==> config.mk <==
export PLATFORM = sky130hd
export DESIGN_NAME = apb_requester_flat
export DESIGN_NICKNAME = d
export VERILOG_FILES = /design/src/rtl/apb_pkg.sv /design/src/rtl/apb_requester_if.sv /design/src/rtl/apb_requester.sv /design/src/flat_wrapper.sv
export SDC_FILE = /design/constraint.sdc
export NUM_CORES = 1
export LEC_CHECK = 0
export ABC_AREA = 1
export CAP_MARGIN = 0
export CORE_MARGIN = 2
export CORE_UTILIZATION = 46
export CTS_CLUSTER_DIAMETER = 40
export DETAILED_ROUTE_END_ITERATION = 12
export PLACE_DENSITY = 0.84
export SETUP_SLACK_MARGIN = 0.2
export SKIP_LAST_GASP = 1
export SYNTH_ARGS = -nofsm -noshare
export SYNTH_HDL_FRONTEND = slang
export SYNTH_SLANG_ARGS = --single-unit
export TNS_END_PERCENT = 1
==> constraint.sdc <==
create_clock -name pclk -period 4.4 [get_ports pclk]
set_input_delay 0.66 -clock pclk [delete_from_list [all_inputs] [get_ports pclk]]
set_output_delay 0.66 -clock pclk [all_outputs]
set_load 0.05 [all_outputs]
==> src/rtl/apb_pkg.sv <==
// Shared APB definitions: requester state encoding and default bus widths.
package apb_pkg;
    localparam int APB_ADDR_W = 8;
    localparam int APB_DATA_W = 8;

    typedef enum logic [1:0] {
        IDLE   = 2'd0,
        SETUP  = 2'd1,
        ACCESS = 2'd2,
        RESP   = 2'd3
    } apb_req_state_e;
endpackage

==> src/rtl/apb_requester_if.sv <==
// APB bus bundle; the requester uses the master modport, the completer the slave modport.
interface apb_requester_if #(
    parameter int ADDR_W = 8,
    parameter int DATA_W = 8
);
    logic              psel;
    logic              penable;
    logic              pwrite;
    logic [ADDR_W-1:0] paddr;
    logic [DATA_W-1:0] pwdata;
    logic [DATA_W-1:0] prdata;
    logic              pready;

    modport master (
        output psel, penable, pwrite, paddr, pwdata,
        input  prdata, pready
    );

    modport slave (
        input  psel, penable, pwrite, paddr, pwdata,
        output prdata, pready
    );
endinterface

==> src/rtl/apb_requester.sv <==
// APB requester: turns a valid/ready command stream into single APB transfers
// and returns read data / write completion (or a timeout) on a response stream.
module apb_requester
    import apb_pkg::*;
#(
    parameter int ADDR_W  = APB_ADDR_W,
    parameter int DATA_W  = APB_DATA_W,
    parameter int TIMEOUT = 16
) (
    input  logic              pclk,
    input  logic              presetn,
    input  logic              cmd_valid,
    output logic              cmd_ready,
    input  logic              cmd_write,
    input  logic [ADDR_W-1:0] cmd_addr,
    input  logic [DATA_W-1:0] cmd_wdata,
    output logic              rsp_valid,
    input  logic              rsp_ready,
    output logic [DATA_W-1:0] rsp_rdata,
    output logic              rsp_timeout,
    apb_requester_if.master   apb
);
    localparam int CNT_W    = (TIMEOUT > 0) ? $clog2(TIMEOUT + 1) : 1;
    localparam int TMO_LAST = (TIMEOUT > 0) ? TIMEOUT - 1 : 0;

    apb_req_state_e    state_q, state_d;
    logic              write_q, write_d;
    logic [ADDR_W-1:0] addr_q, addr_d;
    logic [DATA_W-1:0] wdata_q, wdata_d;
    logic [DATA_W-1:0] rdata_q, rdata_d;
    logic              tmo_q, tmo_d;
    logic [CNT_W-1:0]  cnt_q, cnt_d;
    logic              tmo_hit;

    // Abort on the TIMEOUT-th idle ACCESS cycle; a simultaneous pready wins.
    assign tmo_hit = (TIMEOUT != 0) && !apb.pready && (cnt_q == CNT_W'(TMO_LAST));

    always_ff @(posedge pclk or negedge presetn) begin
        if (!presetn) begin
            state_q <= IDLE;
            write_q <= 1'b0;
            addr_q  <= '0;
            wdata_q <= '0;
            rdata_q <= '0;
            tmo_q   <= 1'b0;
            cnt_q   <= '0;
        end else begin
            state_q <= state_d;
            write_q <= write_d;
            addr_q  <= addr_d;
            wdata_q <= wdata_d;
            rdata_q <= rdata_d;
            tmo_q   <= tmo_d;
            cnt_q   <= cnt_d;
        end
    end

    always_comb begin
        state_d = state_q;
        unique case (state_q)
            IDLE:    if (cmd_valid) state_d = SETUP;
            SETUP:   state_d = ACCESS;
            ACCESS:  if (apb.pready || tmo_hit) state_d = RESP;
            RESP:    if (rsp_ready) state_d = IDLE;
            default: state_d = IDLE;
        endcase
    end

    always_comb begin
        write_d = write_q;
        addr_d  = addr_q;
        wdata_d = wdata_q;
        rdata_d = rdata_q;
        tmo_d   = tmo_q;
        cnt_d   = cnt_q;
        if (state_q == IDLE && cmd_valid) begin
            write_d = cmd_write;
            addr_d  = cmd_addr;
            wdata_d = cmd_wdata;
        end
        if (state_q == SETUP) begin
            cnt_d = '0;
        end
        if (state_q == ACCESS) begin
            if (apb.pready) begin
                rdata_d = write_q ? '0 : apb.prdata;
                tmo_d   = 1'b0;
            end else begin
                if (cnt_q != {CNT_W{1'b1}}) cnt_d = cnt_q + 1'b1;
                if (tmo_hit) begin
                    rdata_d = '0;
                    tmo_d   = 1'b1;
                end
            end
        end
    end

    always_comb begin
        cmd_ready   = (state_q == IDLE);
        apb.psel    = (state_q == SETUP) || (state_q == ACCESS);
        apb.penable = (state_q == ACCESS);
        rsp_valid   = (state_q == RESP);
        apb.pwrite  = write_q;
        apb.paddr   = addr_q;
        apb.pwdata  = wdata_q;
        rsp_rdata   = rdata_q;
        rsp_timeout = tmo_q;
    end
endmodule

==> src/flat_wrapper.sv <==
// flat-port wrapper written by rule: the top's interface ports become plain ports
module apb_requester_flat import apb_pkg::*;
#(
    parameter int ADDR_W  = APB_ADDR_W,
    parameter int DATA_W  = APB_DATA_W,
    parameter int TIMEOUT = 16
)
  (pclk, presetn, cmd_valid, cmd_ready, cmd_write, cmd_addr, cmd_wdata, rsp_valid, rsp_ready, rsp_rdata, rsp_timeout, apb_psel, apb_penable, apb_pwrite, apb_paddr, apb_pwdata, apb_prdata, apb_pready);
  apb_requester_if #(.ADDR_W(ADDR_W), .DATA_W(DATA_W)) apb_i ();
  input  logic pclk;
  input  logic presetn;
  input  logic cmd_valid;
  output logic cmd_ready;
  input  logic cmd_write;
  input  logic [ADDR_W-1:0] cmd_addr;
  input  logic [DATA_W-1:0] cmd_wdata;
  output logic rsp_valid;
  input  logic rsp_ready;
  output logic [DATA_W-1:0] rsp_rdata;
  output logic rsp_timeout;
  output wire logic [$bits(apb_i.psel)-1:0] apb_psel;
  output wire logic [$bits(apb_i.penable)-1:0] apb_penable;
  output wire logic [$bits(apb_i.pwrite)-1:0] apb_pwrite;
  output wire logic [$bits(apb_i.paddr)-1:0] apb_paddr;
  output wire logic [$bits(apb_i.pwdata)-1:0] apb_pwdata;
  input wire logic [$bits(apb_i.prdata)-1:0] apb_prdata;
  input wire logic [$bits(apb_i.pready)-1:0] apb_pready;
  assign apb_psel = apb_i.psel;
  assign apb_penable = apb_i.penable;
  assign apb_pwrite = apb_i.pwrite;
  assign apb_paddr = apb_i.paddr;
  assign apb_pwdata = apb_i.pwdata;
  assign apb_i.prdata = apb_prdata;
  assign apb_i.pready = apb_pready;
  apb_requester #(.ADDR_W(ADDR_W), .DATA_W(DATA_W), .TIMEOUT(TIMEOUT)) u_core (.pclk(pclk), .presetn(presetn), .cmd_valid(cmd_valid), .cmd_ready(cmd_ready), .cmd_write(cmd_write), .cmd_addr(cmd_addr), .cmd_wdata(cmd_wdata), .rsp_valid(rsp_valid), .rsp_ready(rsp_ready), .rsp_rdata(rsp_rdata), .rsp_timeout(rsp_timeout), .apb(apb_i));
endmodule
==> results.sh, run 1 <==
export IMPL_status="finished, final reports clean"
export IMPL_internal_power_w=0.000912
export IMPL_dp_hpwl_um=2750
export IMPL_syn2layout_area_growth_pct=44.2
export IMPL_power_w=0.00182
export IMPL_ys_warn_count=0
export IMPL_die_area_um2=3770
export IMPL_place_area_um2=2140
export IMPL_fp_dieH_um=61.4
export IMPL_criticalPathCategory="register to primary output"
export IMPL_hold_path_startpoint="u_core.apb.paddr[4]"
export IMPL_yosys_cell_types_count=17
export IMPL_yosysSeqAreaShare=0.545
export IMPL_hold_depth=1
export IMPL_path_buf_inv=2
export IMPL_final_setup_skew_ns=0.00914
export IMPL_peakVddDrop_uv=410
export IMPL_synthMuxAreaShare=0.151
export IMPL_critPathLaunchType="register"
export IMPL_p_switching_w=0.000910
export IMPL_via_count=1194
export IMPL_clk_latency_ns=0.32
export IMPL_die_w_um=61.4
export IMPL_cts_hold_buf=0
export IMPL_post_cts_resized=0
export IMPL_postSynthRegisterBits=33
export IMPL_layout_setup_ws_ns=1.70
export IMPL_io_buffers=59
export IMPL_cts_tree="done"
export IMPL_ant_nets=0
export IMPL_slew_violations=0
export IMPL_cts_buffers=5
export IMPL_pre_cts_slack_ns=2.05
export IMPL_core_area_um2=3100
export IMPL_drv_cap=0
export IMPL_cp_max_fo=7
export IMPL_start_util=0.489
export IMPL_endpoint_kind="primary output"
export IMPL_routed_via_density=4.89
export IMPL_yosys_area_share_xor_xnor=0
export IMPL_grt_pass1_wl_um=5340
export IMPL_layout_commonest_cell="clkdlybuf4s50_1"
export IMPL_grt_pass1_vias=1202
export IMPL_synth_compound_area_frac=0.0470
export IMPL_antenna_found_initial=0
export IMPL_synthAdderAreaFrac=0.0660
export IMPL_postCtsSetupBuffers=0
export IMPL_layout_common_cells="clkdlybuf4s50_1 (59), dfrtp_1 (33), nand2_1 (26)"
export IMPL_gr_total_overflow=0
export IMPL_fillers=259
export IMPL_grt_max_degree=34
export IMPL_avgSynthCellArea_um2=11.2
export IMPL_cts_htree_levels=2
export IMPL_antennaDiodeCount=0
export IMPL_gp_congestion=0.801
export IMPL_utilization=0.705
export IMPL_routedWlPerCell_um=14.4
export IMPL_seq_power_share=0.286
export IMPL_yosys_area_share_simple=0.145
export IMPL_fin_crit_sh=0.614
export IMPL_synth_top_family_by_area="multiplexers"
export IMPL_finalNetCount=239
export IMPL_setup_tns_ns=0
export IMPL_critPathMaxStageDelay_ns=0.86
export IMPL_sw_frac_of_total=0.499
export IMPL_comb_power_share=0.632
export IMPL_slew_headroom=0.540
export IMPL_io_pins=60
export IMPL_power_per_cell_area_nw_per_um2=833
export IMPL_min_path_type="register to register"
export IMPL_crit_path_cell_trace="inv_1 -> ha_1 -> clkdlybuf4s50_1"
export IMPL_hold_end="u_core.apb.paddr[4]"
export IMPL_cts_sinks=33
export IMPL_r2r_start="u_core.cnt_q[0]"
export IMPL_clockPowerShare=0.082
export IMPL_cp_data_arrival_time_ns=2.04
export IMPL_ff2ff_setup_slack_ns=2.47
export IMPL_clock_fmax_mhz=370
export IMPL_cpLargestDelayFamily="buffers and inverters"
export IMPL_synth_cells=136
export IMPL_setup_violations_final=0
export IMPL_crit_required_ns=3.74
export IMPL_cts_root_buffer="clkbuf_4"
export IMPL_r2r_end="u_core.state_q[0]"
export IMPL_post_route_cell_area_um2=2190
export IMPL_reg2regPathDepth=8
export IMPL_drc_errors=0
export IMPL_worstMarginPinSlew_ns=0.687
export IMPL_synthesis_nets=174
export IMPL_grt_total_usage=0.199
export IMPL_cp_slowest_cell="clkdlybuf4s50_1"
export IMPL_dr_pass1_iters=4
export IMPL_post_route_min_period_ns=2.70
export IMPL_drive_above_1_share=0.135
export IMPL_rows=20
export IMPL_cts_reportedPaths_clkPinSlew_ns=0.09
export IMPL_rsz0062_at_grt="no"
export IMPL_syn_area_um2=1520
export IMPL_p_leak_nw=1.04
export IMPL_finalHoldViolCount=0
export IMPL_ctsLongestPathBuffers=2
export IMPL_drtIter0Drc=65
export IMPL_routed_wl_um=3510
## power by group through the flow
stage               combinational [W]  clock (W)  sequential (W)
floorplan                    0.000397          0        0.000916
global placement              0.00114          0        0.000511
detailed placement            0.00116          0        0.000528
CTS                           0.00116   0.000154        0.000522
global route                  0.00122   0.000169        0.000536
finish                        0.00115   0.000149        0.000521
## kinds of logic (layout without fill, tap and decap cells)
family / Yosys count / after routing
buf+inv: 14 / 78
fa+ha+maj: 8 / 8
compound gates: 14 / 14
flops: 33 / 33
mux: 17 / 17
simple gates: 50 / 50
## cell type report
cell class / instances / area [um^2] / area share
well taps: 44 / 55.1 / 0.0252
multi-input cells: 89 / 621 / 0.284
clock inverters: 1 / 5.00 / 0.00229
clock buffers: 5 / 37.5 / 0.0172
flip-flops and latches: 33 / 826 / 0.378
inverters: 12 / 45.0 / 0.0206
repair buffers: 60 / 598 / 0.273
## state kept, by name, indices dropped and copies added, names as in the netlist
register and cells:
u_core.apb.pwdata 8, u_core.apb.pwrite 1, u_core.rsp_timeout 1, u_core.cnt_q 5, u_core.state_q 2, u_core.apb.paddr 8
u_core.rsp_rdata 8
## worst max path at each step
stage,slack [ns],startpoint,cells past startpoint,to
2_1_floorplan,2.61,u_core.state_q[0],5,u_core.apb.paddr[0]
3_3_place_gp,2.13,u_core.state_q[0],3,apb_penable
3_5_place_dp,2.05,u_core.state_q[0],3,apb_penable
4_1_cts,1.68,u_core.state_q[0],3,apb_penable
5_1_grt,1.58,u_core.state_q[0],3,apb_penable
6_report,1.70,u_core.state_q[0],3,apb_penable
## Yosys cell counts
| library cell | count | area (um^2) |
|---|---|---|
| mux2_2 | 7 | 78.8 |
| inv_1 | 11 | 41.3 |
| inv_2 | 1 | 3.75 |
| buf_2 | 1 | 5.00 |
| ha_1 | 8 | 100 |
| o22ai_1 | 1 | 6.26 |
| nand4_1 | 1 | 6.26 |
| nor2_4 | 1 | 11.3 |
| nand2_1 | 26 | 97.6 |
| dfrtp_1 | 33 | 826 |
| buf_12 | 1 | 20.0 |
| nand2_4 | 1 | 11.3 |
| nand3_1 | 12 | 60.1 |
| nor2_1 | 9 | 33.8 |
| o21ai_0 | 12 | 60.1 |
| mux2_4 | 10 | 150 |
| a21oi_1 | 1 | 5.00 |
## metal layers
metal,track usage,part of all wire
met1,0.218,0.39
met4,0.109,0.017
met2,0.362,0.54
met5,0,0
met3,0.0378,0.052
## stage by stage
stage,instances,hold slack [ns]
global route,244,0.529
global placement,238,0.489
finish,244,0.514
CTS,244,0.518
floorplan,136,0.364
detailed placement,238,0.493
No activity file was read; power rests on OpenSTA's default activity.
==> run 2: changes to the inputs <==
Settings changed: CORE_UTILIZATION 46 to 39, PLACE_DENSITY 0.84 to 0.76.
Clock period 4.4 ns to 2.45 ns, I/O delays scaled along.
==> run 2 against run 1 <==
Net effect:
- register-to-register slack worse by 1.7 ns
- non-clock buffer count is 1 higher
- total power is 89% higher
- first-iteration DRC count is 26% lower
==> results.sh, run 2 (same netlist as run 1, synthesis figures left out) <==
export IMPL_status="finished, final reports clean"
export IMPL_clock_fmax_mhz=442
export IMPL_drtIter0Drc=48
export IMPL_grt_max_degree=34
export IMPL_routedWlPerCell_um=13.3
export IMPL_grt_pass1_wl_um=5760
export IMPL_multi_input_area_um2=621
export IMPL_dp_hpwl_um=2540
export IMPL_cp_max_fo=4
export IMPL_drc_errors=0
export IMPL_grt_total_usage=0.173
export IMPL_hold_slack_ns=0.488
export IMPL_ff2ff_setup_slack_ns=0.81
export IMPL_fillers=327
export IMPL_cts_buffers=5
export IMPL_layoutNonFillerInstCount=251
export IMPL_ant_nets=0
export IMPL_seqCellArea_um2=826
export IMPL_crit_path_cell_trace="inv_1 -> ha_1 -> clkdlybuf4s50_1"
export IMPL_finalNetCount=240
export IMPL_r2r_end="u_core.rsp_rdata[1]"
export IMPL_syn2layout_area_growth_pct=49.0
export IMPL_io_buffers=59
export IMPL_rows=22
export IMPL_drv_cap=0
export IMPL_postCtsSetupBuffers=0
export IMPL_cp_data_arrival_time_ns=1.90
export IMPL_cts_hold_buf=0
export IMPL_critPathMaxStageDelay_ns=0.83
export IMPL_cts_sinks=33
export IMPL_cts_tree="done"
export IMPL_fin_crit_sh=0.924
export IMPL_die_area_um2=4400
export IMPL_setup_tns_ns=0
export IMPL_slew_violations=0
export IMPL_io_pins=60
export IMPL_die_w_um=66.4
export IMPL_setup_violations_final=0
export IMPL_slew_headroom=0.646
export IMPL_layout_commonest_cell="clkdlybuf4s50_1"
export IMPL_post_route_min_period_ns=2.26
export IMPL_min_path_type="primary input to async pin"
export IMPL_fp_dieH_um=66.4
export IMPL_p_leak_nw=1.09
export IMPL_routed_via_density=4.86
export IMPL_peakVddDrop_uv=831
export IMPL_start_util=0.411
export IMPL_crit_start="u_core.state_q[1]"
export IMPL_antenna_found_initial=0
export IMPL_crit_required_ns=2.08
export IMPL_drive_above_1_share=0.148
export IMPL_gr_total_overflow=0
export IMPL_place_inst=243
export IMPL_cp_depth=3
export IMPL_r2r_start="u_core.cnt_q[1]"
export IMPL_dr_pass1_iters=4
export IMPL_power_per_cell_area_nw_per_um2=1520
export IMPL_antennaDiodeCount=0
export IMPL_cpLargestDelayFamily="buffers and inverters"
export IMPL_reg2regPathDepth=9
export IMPL_clk_latency_ns=0.27
export IMPL_core_area_um2=3690
export IMPL_cp_slowest_cell="clkdlybuf4s50_1"
export IMPL_layout_common_cells="clkdlybuf4s50_1 (57), dfrtp_1 (33), nand2_1 (26)"
export IMPL_ctsLongestPathBuffers=2
export IMPL_rsz0062_at_grt="yes"
export IMPL_cts_htree_levels=2
export IMPL_critPathLaunchType="register"
export IMPL_cp_endpoint="cmd_ready"
export IMPL_grt_pass1_vias=1333
export IMPL_criticalPathCategory="register to primary output"
export IMPL_cts_reportedPaths_clkPinSlew_ns=0.06
export IMPL_final_setup_skew_ns=0.00449
export IMPL_endpoint_kind="primary output"
export IMPL_path_buf_inv=2
export IMPL_finalHoldViolCount=0
export IMPL_via_count=1219
export IMPL_worstMarginPinSlew_ns=0.529
export IMPL_gp_congestion=0.730
export IMPL_cts_root_buffer="clkbuf_8"
export IMPL_routed_wl_um=3350
==> run 2: worst min-delay path by stage <==
stage	startpoint	endpoint	cells past startpoint
5_1_grt	u_core.apb.pwdata[3]	u_core.apb.pwdata[3]	1
4_1_cts	presetn	u_core.apb.paddr[2]	2
6_report	presetn	u_core.cnt_q[4]	2
3_3_place_gp	u_core.rsp_timeout	u_core.rsp_timeout	2
3_5_place_dp	u_core.rsp_rdata[2]	u_core.rsp_rdata[2]	2
2_1_floorplan	presetn	u_core.apb.paddr[0]	0
==> run 2: power by group <==
group	leakage (nW)	internal (W)	total [W]	switching [W]
clock network	0.0542	0.000254	0.000441	0.000187
logic	0.622	0.000747	0.00206	0.00131
registers	0.413	0.000787	0.000935	0.000149
total	1.09	0.00179	0.00344	0.00165
==> run 2: metrics by stage <==
stage / setup WS (ns) / cell area [um^2] / power (W) / utilization
global route: 0.137 / 2260 / 0.00363 / 0.613
finish: 0.187 / 2260 / 0.00344 / 0.613
CTS: 0.169 / 2260 / 0.00347 / 0.612
detailed placement: 0.409 / 2160 / 0.00302 / 0.585
floorplan: 0.661 / 1520 / 0.00236 / -
global placement: 0.455 / 2160 / 0.00296 / 0.585
==> run 2: cell type report <==
type / count / area share
tap: 48 / 0.0266
timing repair buffer: 61 / 0.269
sequential: 33 / 0.365
clock inverter: 1 / 0.00221
inverter: 12 / 0.0199
multi-input combinational: 89 / 0.275
clock buffer: 7 / 0.0426
==> run 2: timing repair <==
item	4_1_cts	5_1_grt
gates resized for setup	1	1
setup endpoints to repair	3	2
endpoints found under the hold margin	0	0
pin swaps	0	0
==> run 2: metal layers <==
layer  vias to the layer above  track usage  part of all wire
met5                         -            0                 0
met4                         0       0.0536             0.012
met3                         5       0.0528             0.082
met2                        50        0.316              0.51
met1                       586        0.188              0.39
li1                        578            -                 -
==> run 3: changes to the inputs <==
Settings changed: CORE_MARGIN 2 to 5.
==> run 3 against run 2 <==
Net effect:
- register-to-register slack hardly changed
- routed wire length increased by 11%
- critical endpoint is now apb_psel
- sequential cell count unchanged
==> results.sh, run 3 (same netlist as run 1, synthesis figures left out) <==
export IMPL_io_pins=60
export IMPL_cp_max_fo=4
export IMPL_cts_hold_buf=0
export IMPL_drive_above_1_share=0.139
export IMPL_gr_total_overflow=0
export IMPL_cts_sinks=33
export IMPL_crit_required_ns=2.08
export IMPL_die_area_um2=5240
export IMPL_io_buffers=59
export IMPL_post_route_cell_area_um2=2240
export IMPL_clock_fmax_mhz=445
export IMPL_grt_max_degree=34
export IMPL_fin_crit_sh=0.917
export IMPL_pre_cts_slack_ns=0.385
export IMPL_drtIter0Drc=62
export IMPL_die_w_um=72.4
export IMPL_core_area_um2=3720
export IMPL_cts_tree="done"
export IMPL_routedWlPerCell_um=14.9
export IMPL_layout_setup_ws_ns=0.204
export IMPL_power_w=0.00340
export IMPL_slew_violations=0
export IMPL_gp_congestion=0.729
export IMPL_fillers=315
export IMPL_via_count=1232
export IMPL_clk_latency_ns=0.27
export IMPL_layout_common_cells="clkdlybuf4s50_1 (57), dfrtp_1 (33), nand2_1 (26)"
export IMPL_ctsLongestPathBuffers=2
export IMPL_finalHoldViolCount=0
export IMPL_layoutNonFillerInstCount=250
export IMPL_grt_total_usage=0.152
export IMPL_critPathLaunchType="register"
export IMPL_antennaDiodeCount=0
export IMPL_dr_pass1_iters=4
export IMPL_drv_cap=0
export IMPL_p_leak_nw=1.08
export IMPL_drc_errors=0
export IMPL_place_inst=243
export IMPL_place_area_um2=2160
export IMPL_fp_dieH_um=72.4
export IMPL_cp_data_arrival_time_ns=1.88
export IMPL_seqCellArea_um2=826
export IMPL_cts_buffers=5
export IMPL_cts_reportedPaths_clkPinSlew_ns=0.06
export IMPL_ant_nets=0
export IMPL_antenna_found_initial=0
export IMPL_grt_pass1_wl_um=6170
export IMPL_dp_hpwl_um=2910
export IMPL_rsz0062_at_grt="yes"
export IMPL_setup_tns_ns=0
export IMPL_min_path_type="primary input to async pin"
export IMPL_start_util=0.408
export IMPL_slew_headroom=0.653
export IMPL_cts_root_buffer="clkbuf_8"
export IMPL_finalNetCount=240
export IMPL_worstMarginPinSlew_ns=0.519
export IMPL_setup_violations_final=0
export IMPL_syn2layout_area_growth_pct=48.0
export IMPL_rows=22
export IMPL_status="finished, final reports clean"
export IMPL_routed_wl_um=3720
export IMPL_postCtsSetupBuffers=0
export IMPL_cts_htree_levels=2
export IMPL_endpoint_kind="primary output"
export IMPL_final_setup_skew_ns=0.00506
export IMPL_multi_input_area_um2=621
export IMPL_layout_commonest_cell="clkdlybuf4s50_1"
export IMPL_routed_via_density=4.93
export IMPL_post_route_min_period_ns=2.25
export IMPL_criticalPathCategory="register to primary output"
export IMPL_grt_pass1_vias=1377
export IMPL_power_per_cell_area_nw_per_um2=1510
export IMPL_peakVddDrop_uv=730
-- run 3: changes by cell type in the layout (fill, tap and decap cells not counted) --
cell | before | now
clkbuf_1 | 0 | 1
clkbuf_8 | 7 | 6
clkinv_2 | 1 | 0
-- run 3: worst paths after layout --
path / slack, ns / to / from / depth (start not counted)
worst max-delay path: 0.20 / apb_psel / u_core.state_q[0] / 3
worst min-delay path: 0.49 / u_core.state_q[1] / presetn / 2
worst max register to register: 0.80 / u_core.rsp_rdata[4] / u_core.cnt_q[1] / 9
worst min register to register: 0.50 / u_core.rsp_timeout / u_core.rsp_timeout / 2
max in group asynchronous: 1.66 / u_core.apb.paddr[0] / presetn / 2
min in group pclk: 0.50 / u_core.rsp_timeout / u_core.rsp_timeout / 2
-- run 3: report_power, final --
| part | internal, W | leakage, nW | switching (W) |
|---|---|---|---|
| sequential | 0.000787 | 0.413 | 0.000144 |
| combinational | 0.000748 | 0.625 | 0.00132 |
| clock | 0.000223 | 0.0443 | 0.000177 |
| total | 0.00176 | 1.08 | 0.00164 |
-- run 3: per-stage QoR --
stage                     utilization  hold slack, ns
after global routing            0.604           0.534
after CTS                       0.603           0.506
after detailed placement        0.580           0.491
final                           0.604           0.491
after floorplan                     -          0.0719
after global placement          0.580           0.479
-- run 3: area by class of cell --
cell class                      instances  area share
Clock buffer                            7      0.0385
Timing Repair Buffer                   61       0.270
Sequential cell                        33       0.368
Inverter                               12      0.0201
Multi-Input combinational cell         89       0.276
Tap cell                               48      0.0268
-- run 3: what timing repair did --
action / in CTS / in global routing
endpoints found under the setup margin: 3 / 2
gates cloned: 0 / 0
resized for setup: 1 / 1
-- run 3: critical path, cell delays in order (launching register included) --
cell,delay (ns)
dfrtp_1,0.40
inv_1,0.11
ha_1,0.30
clkdlybuf4s50_1,0.80
-- run 3: metal layers --
layer,wire [um],track usage
met3,224,0.0429
met2,2080,0.285
met1,1360,0.162
met5,0,0
met4,52,0.0501
